==> config.mk <==
export PLATFORM = sky130hd
export DESIGN_NAME = fsm_run_generator_flat
export DESIGN_NICKNAME = d
export VERILOG_FILES = /design/src/rtl/fsm_run_generator_pkg.sv /design/src/rtl/fsm_run_generator_if.sv /design/src/rtl/fsm_run_tracker.sv /design/src/rtl/fsm_run_generator.sv /design/src/flat_wrapper.sv
export SDC_FILE = /design/constraint.sdc
export NUM_CORES = 1
export LEC_CHECK = 0
export BUFFER_PORTS_ARGS = -buffer_cell sky130_fd_sc_hd__buf_2
export CAP_MARGIN = 0
export CORE_AREA = 2 2 39 41
export DETAILED_ROUTE_END_ITERATION = 16
export DIE_AREA = 0 0 41 43
export GPL_ROUTABILITY_DRIVEN = 0
export GPL_TIMING_DRIVEN = 0
export PLACE_DENSITY = 0.69
export REMOVE_ABC_BUFFERS = 1
export SYNTH_ARGS = -nofsm -noshare
export SYNTH_HDL_FRONTEND = slang
export SYNTH_SLANG_ARGS = --single-unit
==> constraint.sdc <==
create_clock -name clk -period 1.79 [get_ports clk]
set_clock_uncertainty 0.1 [all_clocks]
set_input_delay 0 -clock clk [delete_from_list [all_inputs] [get_ports clk]]
set_output_delay 0 -clock clk [all_outputs]
set_load 0.005 [all_outputs]
==> src/rtl/fsm_run_generator_pkg.sv <==
// fsm_run_generator_pkg: shared states and constants for the run generator and its run tracker.
package fsm_run_generator_pkg;
   typedef enum logic [1:0] {IDLE = 2'd0, SEND = 2'd1} state_t;
   localparam int LEN_W_DEF = 4;
   localparam logic [2:0] RUN_SAT = 3'd4;
endpackage

==> src/rtl/fsm_run_generator_if.sv <==
// fsm_run_generator_if: run command handshake plus the serial stream and its golden detector output.
interface fsm_run_generator_if import fsm_run_generator_pkg::*; #(parameter int LEN_W = LEN_W_DEF) ();
   logic             cmd_valid;
   logic             cmd_bit;
   logic [LEN_W-1:0] cmd_len;
   logic             cmd_ready;
   logic             w;
   logic             w_valid;
   logic             z_exp;
   logic [1:0]       y;
   modport master (output cmd_valid, cmd_bit, cmd_len, input cmd_ready, w, w_valid, z_exp, y);
   modport slave (input cmd_valid, cmd_bit, cmd_len, output cmd_ready, w, w_valid, z_exp, y);
endinterface

==> src/rtl/fsm_run_tracker.sv <==
// fsm_run_tracker: counts consecutive equal valid bits (saturating) and flags a run of four.
module fsm_run_tracker import fsm_run_generator_pkg::*; (
   input  logic clk,
   input  logic reset,
   input  logic v,
   input  logic b,
   output logic z
);
   logic [2:0] cnt;
   logic       prev;
   logic       first;
   // Only valid bits advance the count, so idle gaps never break a run.
   always_ff @(posedge clk or negedge reset) begin
      if (!reset) begin
         cnt   <= '0;
         prev  <= 1'b0;
         first <= 1'b1;
      end else if (v) begin
         cnt   <= (first || b != prev) ? 3'd1 : (cnt == RUN_SAT ? RUN_SAT : cnt + 3'd1);
         prev  <= b;
         first <= 1'b0;
      end
   end
   assign z = cnt == RUN_SAT;
endmodule

==> src/rtl/fsm_run_generator.sv <==
// fsm_run_generator: expands (bit, length) run commands into a serial stream with a golden detector output.
module fsm_run_generator import fsm_run_generator_pkg::*; #(parameter int LEN_W = LEN_W_DEF) (
   input logic                clk,
   input logic                reset,
   fsm_run_generator_if.slave bus
);
   state_t           state, state_n;
   logic [LEN_W-1:0] rem, rem_n;
   logic             bit_q, bit_n;
   logic             sending, last, ready, accept;
   assign sending = state == SEND;
   assign last    = sending && rem == LEN_W'(1);
   assign ready   = !sending || last;
   assign accept  = bus.cmd_valid && ready;
   // A nonzero command accepted on the final bit reloads in place, keeping the stream gap-free.
   always_comb begin
      state_n = state;
      rem_n   = rem;
      bit_n   = bit_q;
      if (sending) begin
         rem_n   = rem - LEN_W'(1);
         state_n = last ? IDLE : SEND;
      end
      if (accept && bus.cmd_len != '0) begin
         state_n = SEND;
         rem_n   = bus.cmd_len;
         bit_n   = bus.cmd_bit;
      end
   end
   always_ff @(posedge clk or negedge reset) begin
      if (!reset) begin
         state <= IDLE;
         rem   <= '0;
         bit_q <= 1'b0;
      end else begin
         state <= state_n;
         rem   <= rem_n;
         bit_q <= bit_n;
      end
   end
   assign bus.cmd_ready = ready;
   assign bus.w         = bit_q;
   assign bus.w_valid   = sending;
   assign bus.y         = state;
   fsm_run_tracker u_tracker (
      .clk   (clk),
      .reset (reset),
      .v     (sending),
      .b     (bit_q),
      .z     (bus.z_exp)
   );
endmodule

==> src/flat_wrapper.sv <==
// flat-port wrapper written by rule: the top's interface ports become plain ports
module fsm_run_generator_flat import fsm_run_generator_pkg::*;
#(parameter int LEN_W = LEN_W_DEF)
  (clk, reset, bus_cmd_valid, bus_cmd_bit, bus_cmd_len, bus_cmd_ready, bus_w, bus_w_valid, bus_z_exp, bus_y);
  fsm_run_generator_if #(.LEN_W(LEN_W)) bus_i ();
  input logic clk;
  input logic reset;
  input wire logic [$bits(bus_i.cmd_valid)-1:0] bus_cmd_valid;
  input wire logic [$bits(bus_i.cmd_bit)-1:0] bus_cmd_bit;
  input wire logic [$bits(bus_i.cmd_len)-1:0] bus_cmd_len;
  output wire logic [$bits(bus_i.cmd_ready)-1:0] bus_cmd_ready;
  output wire logic [$bits(bus_i.w)-1:0] bus_w;
  output wire logic [$bits(bus_i.w_valid)-1:0] bus_w_valid;
  output wire logic [$bits(bus_i.z_exp)-1:0] bus_z_exp;
  output wire logic [$bits(bus_i.y)-1:0] bus_y;
  assign bus_i.cmd_valid = bus_cmd_valid;
  assign bus_i.cmd_bit = bus_cmd_bit;
  assign bus_i.cmd_len = bus_cmd_len;
  assign bus_cmd_ready = bus_i.cmd_ready;
  assign bus_w = bus_i.w;
  assign bus_w_valid = bus_i.w_valid;
  assign bus_z_exp = bus_i.z_exp;
  assign bus_y = bus_i.y;
  fsm_run_generator #(.LEN_W(LEN_W)) u_core (.clk(clk), .reset(reset), .bus(bus_i));
endmodule
======== Word level (Yosys, flattened, before mapping) ========
Cells that the tools add are included.
word-level totals
  flip-flop bits (word level) ............. 12
  latch bits .............................. 0
  RAM bits ................................ 0
  ROM bits ................................ 0
  bits of input ports ..................... 8
  output and inout bits ................... 6
  word-level logic and storage cells ...... 27
  memories ................................ 0
operators by class
  add/sub/neg operators ................... 2
  multiply operators ...................... 0
  div/mod/pow operators ................... 0
  magnitude comparators ................... 0
  equal/unequal tests ..................... 4
  shift-type cells ........................ 0
  multiplexer cells ....................... 7
  bitwise logic cells ..................... 0
  reductions and logical operators ........ 8
operators with widths
  kind                                                                    count
  4-bit two-way mux                                                       2
  3-bit two-way mux                                                       2
  4-bit by 1-bit equality test with 1-bit output (second input constant)  1
  2-bit two-way mux                                                       2
  4-bit nonzero test                                                      1
  4-bit by 1-bit subtractor with 4-bit output (second input constant)     1
  3-bit by 1-bit adder with 3-bit output (second input constant)          1
  3-bit equality test (second input constant)                             1
  1-bit logical AND                                                       3
  2-bit by 1-bit equality test with 1-bit output (second input constant)  1
  1-bit logical OR                                                        2
  2-bit nonzero test                                                      1
  1-bit zero test                                                         1
  1-bit two-way mux                                                       1
  1-bit inequality test                                                   1

======== Depth between registers and ports, before layout ========
  word-level depth ........................ 6
  gate-level depth with buffers ........... 6
  mapped depth without buffers ............ 6

======== Modules after synthesis ========
From an unflattened synthesis, not the netlist that was laid out.
second synthesis, totals
  cells, all modules ...................... 65
  area, all modules ....................... 678.2 µm²
modules (own cells, without submodules)
  module             times used  cells an instance  area an instance (µm²)  sequential area each (µm²)
  fsm_run_generator  1           43                 420.4                   150.1
  fsm_run_tracker    1           22                 257.7                   126.4

======== Worst setup path before layout ========
No wires, ideal clock.
  path kind ............................... reg2reg
  start point ............................. register u_core.rem[0]
  end point ............................... register u_core.bit_q, in the netlist u_core.bus.w
  setup time .............................. 0.125 ns
  data arrival time ....................... 1.253 ns
  required time ........................... 1.565 ns
  slack ................................... 0.312 ns
  cell stages (with the launch flop) ...... 5
  buffers on the path ..................... 0
  clock period less this slack ............ 1.478 ns
  cells stage by stage .................... dfrtp_1 -> ha_1 -> nor3b_2 -> o21ai_2 -> mux2_4
on the way
  longest elaborated chain between the ends .. 5
RTL lines
  item                                            line                     text
  start: declaration                              fsm_run_generator.sv:8   logic [LEN_W-1:0] rem, rem_n;
  start signal: assignment                        fsm_run_generator.sv:37  rem <= rem_n;
  4-bit by 1-bit equality test with 1-bit output  fsm_run_generator.sv:12  assign last = sending && rem == LEN_W'(1);
  1-bit logical AND                               fsm_run_generator.sv:12
  1-bit logical OR                                fsm_run_generator.sv:13  assign ready = !sending || last;
  1-bit logical AND                               fsm_run_generator.sv:14  assign accept = bus.cmd_valid && ready;
  1-bit logical AND                               fsm_run_generator.sv:24  if (accept && bus.cmd_len != '0) begin
  end signal: assignment                          fsm_run_generator.sv:38  bit_q <= bit_n;
  end: declaration                                fsm_run_generator.sv:9   logic bit_q, bit_n;
Every way passes these cells.
A chain may end at the register's enable or synchronous reset.

======== Worst setup path after layout ========
  start point ............................. register u_core.rem[1]
  end point ............................... output port bus_cmd_ready
on the way
  longest elaborated chain between the ends .. 3
RTL lines
  item                                            line                     text
  4-bit by 1-bit equality test with 1-bit output  fsm_run_generator.sv:12
  1-bit logical AND                               fsm_run_generator.sv:12
  1-bit logical OR                                fsm_run_generator.sv:13
  end: declaration                                flat_wrapper.sv:11       output wire logic [$bits(bus_i.cmd_ready)-1:0] bus_cmd_ready;
Every way passes these cells.

==> metrics.txt <==
status finished clean; H-tree Lvls 1; drt wl/cell between 10 and 15 µm; ANT cells 0; cell with the most instances after synthesis dfrtp_1; Most used DFF post-synth dfrtp_1; PD cells approximately 1500 nW/µm²; Comb power frac 0.437; I/O pins 14; number of max-cap violations 0; core area between 1000 and 1500 µm²; CP max stage cell dfrtp_1; die area ~1800 µm²; max incr delay on CP 0.41 ns; Final HPWL DP about 860 µm; Clock Power Share 0.148; Die Y between 40 and 50 µm; critical path required time 1.69 ns; final wirelength 1.172 mm; fmax between 600 and 700 MHz; CTS Buf Count 3; first-pass GRT wire length between 2 and 2.5 mm; Initial DRC Count 8; placed cell count a little under 90; R2R setup slack ~0.20 ns; Cells after Synth 64; largest net degree at the start of global routing 15; Seq/Total Area, Yosys 0.4376; Yosys reg bits 11; crit-path cells inv_1 > ha_1 > nor3b_2 > nand2b_1 > buf_2; Final Critical Period roughly 1.6 ns; antenna violations before repair 0; row count 14; post-synth top area share 0.3960; Root Driver clkbuf_4; Area growth syn-to-layout 24.95%; Starting Density 0.4566; NetSw about 0.00044 W; fraction of registers with async set or reset after synthesis 1.000; main area contributors after synthesis dfrtp_1, ha_1, dfstp_2; final antenna-violating net count 0; Mean Syn Cell Area between 9 and 10 µm²; Startpoint Class flop; vias in the first global route approximately 500; Pleak slightly below 0.4 nW; Sink Count 11; Tot GR Track Use 0.1820; total negative slack 0 ns; RSZ-0062 raised after global routing false; FF-to-FF path depth 4; total iterations of the first detailed-routing run 4; global route total overflow 0; Internal Power between 0.0007 and 0.0008 W; peak supply drop around 0.9 mV; Port-buffer cells 12; Reg-to-Reg End u_core.bus.w$_DFFE_PN0P_; final period utilization 0.9045; CTS tree done; RR Startpoint u_core.rem[0]$_DFFE_PN0P_; total chip power 0.001147 W; Vias per Instance around 5.2; Vias ~520; Sw Ratio 0.3845; Seq pwr share 0.415; Setup CP Type flop to primary output; Post-layout nets 97; arrival time of the worst setup path roughly 1.5 ns; Worst-path clk slew around 0.070 ns; top cell type by total area after synthesis dfrtp_1; critical path fanouts, max 4; hold slack 0.02356 ns; Crit. End Element primary output; Post-CTS Setup Inserts 0; Final Setup Violations 0; Hold Crit Class input pin to async pin; Cell Count, Final, Fillers Out 100; Core Util, Final 0.5705; Die Wd ~41 µm; CTS Buffer Depth 2; Commonest cells post-synth dfrtp_1, inv_1; mapped cell area 631.9 µm²; Worst-Skew Late Latency between 0.2 and 0.3 ns; Post-synth EDFFs 0; share of layout cells above drive strength 1 0.2500; Final Hold Viols 0; Ys Warns 0; Final Max Slew Viols 0; DR DRC count 0; library cells used by synthesis 29
-- worst max-delay path by stage --
stage | from | endpoint | slack, ns | cells past startpoint
finish | u_core.rem[1]$_DFFE_PN0P_ | bus_cmd_ready | 0.17 | 5
global placement | u_core.bus.y[0]$_DFFE_PN0P_ | u_core.u_tracker.cnt[0]$_DFFE_PN0P_ | 0.11 | 4
detailed placement | u_core.bus.y[0]$_DFFE_PN0P_ | u_core.u_tracker.cnt[0]$_DFFE_PN0P_ | 0.13 | 4
global route | u_core.rem[1]$_DFFE_PN0P_ | bus_cmd_ready | 0.09 | 5
CTS | u_core.bus.y[0]$_DFFE_PN0P_ | u_core.u_tracker.cnt[0]$_DFFE_PN0P_ | 0.09 | 4
floorplan | u_core.rem[0]$_DFFE_PN0P_ | u_core.rem[3]$_DFFE_PN0P_ | 0.31 | 5
-- cell type report --
class                           instances  area [µm²]
Timing Repair Buffer                   19       130.1
Clock buffer                            4       26.28
Tap cell                               16       20.02
Multi-Input combinational cell         44       312.8
Sequential cell                        11       277.8
Inverter                                6       22.52
Fill cell                             129       594.3
-- repair_timing --
action	4_1_cts	5_1_grt
gates resized for setup	0	1
hold buffers	7	0
endpoints found under the setup margin	0	2
hold endpoints to repair	16	0
-- metrics by stage --
stage | setup slack, ns | cell area, µm²
6_report | 0.1709 | 789.5
5_1_grt | 0.09091 | 789.5
4_1_cts | 0.09496 | 788.3
3_5_place_dp | 0.1291 | 691.9
3_3_place_gp | 0.1084 | 691.9
2_1_floorplan | 0.3108 | 611.8
-- logic make-up after synthesis --
logic type      Yosys count  share of synthesized area
compound gates           17                     0.1862
simple gates             17                     0.1386
flops                    11                     0.4376
buf+inv                   9                    0.06731
fa+ha+maj                 4                    0.07921
mux                       3                    0.05742
xor+xnor                  2                    0.02773
other cells               1                   0.005935
-- worst max-delay path: cells and delay by family, from the launching register on --
family	cells	cell delay [ns]
flip-flops	1	0.41
adder cells (fa/ha/maj)	1	0.16
AND/OR/NAND/NOR	2	0.46
buffers and inverters	2	0.23
-- sequential cells by signal, indices dropped and copies added (netlist names) --
signal	count
u_core.bus.w	1
u_core.u_tracker.first	1
u_core.rem	4
u_core.u_tracker.cnt	3
u_core.u_tracker.prev	1
u_core.bus.y	1
-- power groups by stage --
stage | Sequential, W | Clock [W] | Combinational, W
2_1_floorplan | 0.000458 | 0 | 0.000380
3_3_place_gp | 0.000478 | 0 | 0.000479
3_5_place_dp | 0.000481 | 0 | 0.000493
4_1_cts | 0.000476 | 0.000176 | 0.000510
5_1_grt | 0.000498 | 0.000180 | 0.000588
6_report | 0.000476 | 0.000170 | 0.000502
-- routing by layer --
| metal | wire length (µm) | global-route usage | vias up |
|---|---|---|---|
| li1 | - | - | 261 |
| met1 | 527 | 0.2491 | 242 |
| met2 | 575 | 0.2625 | 11 |
| met3 | 39 | 0.03141 | 5 |
| met4 | 29 | 0.1000 | 0 |
| met5 | 0 | 0 | - |
-- placed cells by master, fill, tap and decap left out --
| cell | n |
|---|---|
| nor3_1 | 3 |
| o21ai_1 | 2 |
| o211a_1 | 1 |
| buf_2 | 12 |
| dfstp_2 | 1 |
| a32oi_1 | 2 |
| nand3_1 | 1 |
| a32o_1 | 1 |
| nand2_1 | 4 |
| o21ai_2 | 1 |
| dlygate4sd3_1 | 7 |
| conb_1 | 1 |
| nor2b_1 | 1 |
| mux2_2 | 1 |
| nor3b_2 | 1 |
| mux2_4 | 1 |
| o21bai_1 | 1 |
| mux2i_1 | 1 |
| xor2_1 | 2 |
| dfrtp_1 | 9 |
| dfrtp_2 | 1 |
| nand2b_1 | 2 |
| o41a_1 | 1 |
| a21boi_0 | 1 |
| o21ai_0 | 4 |
| clkbuf_1 | 1 |
| and2_1 | 1 |
| inv_1 | 6 |
| ha_1 | 4 |
| nor2_1 | 4 |
| a21oi_1 | 3 |
| clkbuf_4 | 3 |
Note: power is estimated with default switching activity, not from simulation.
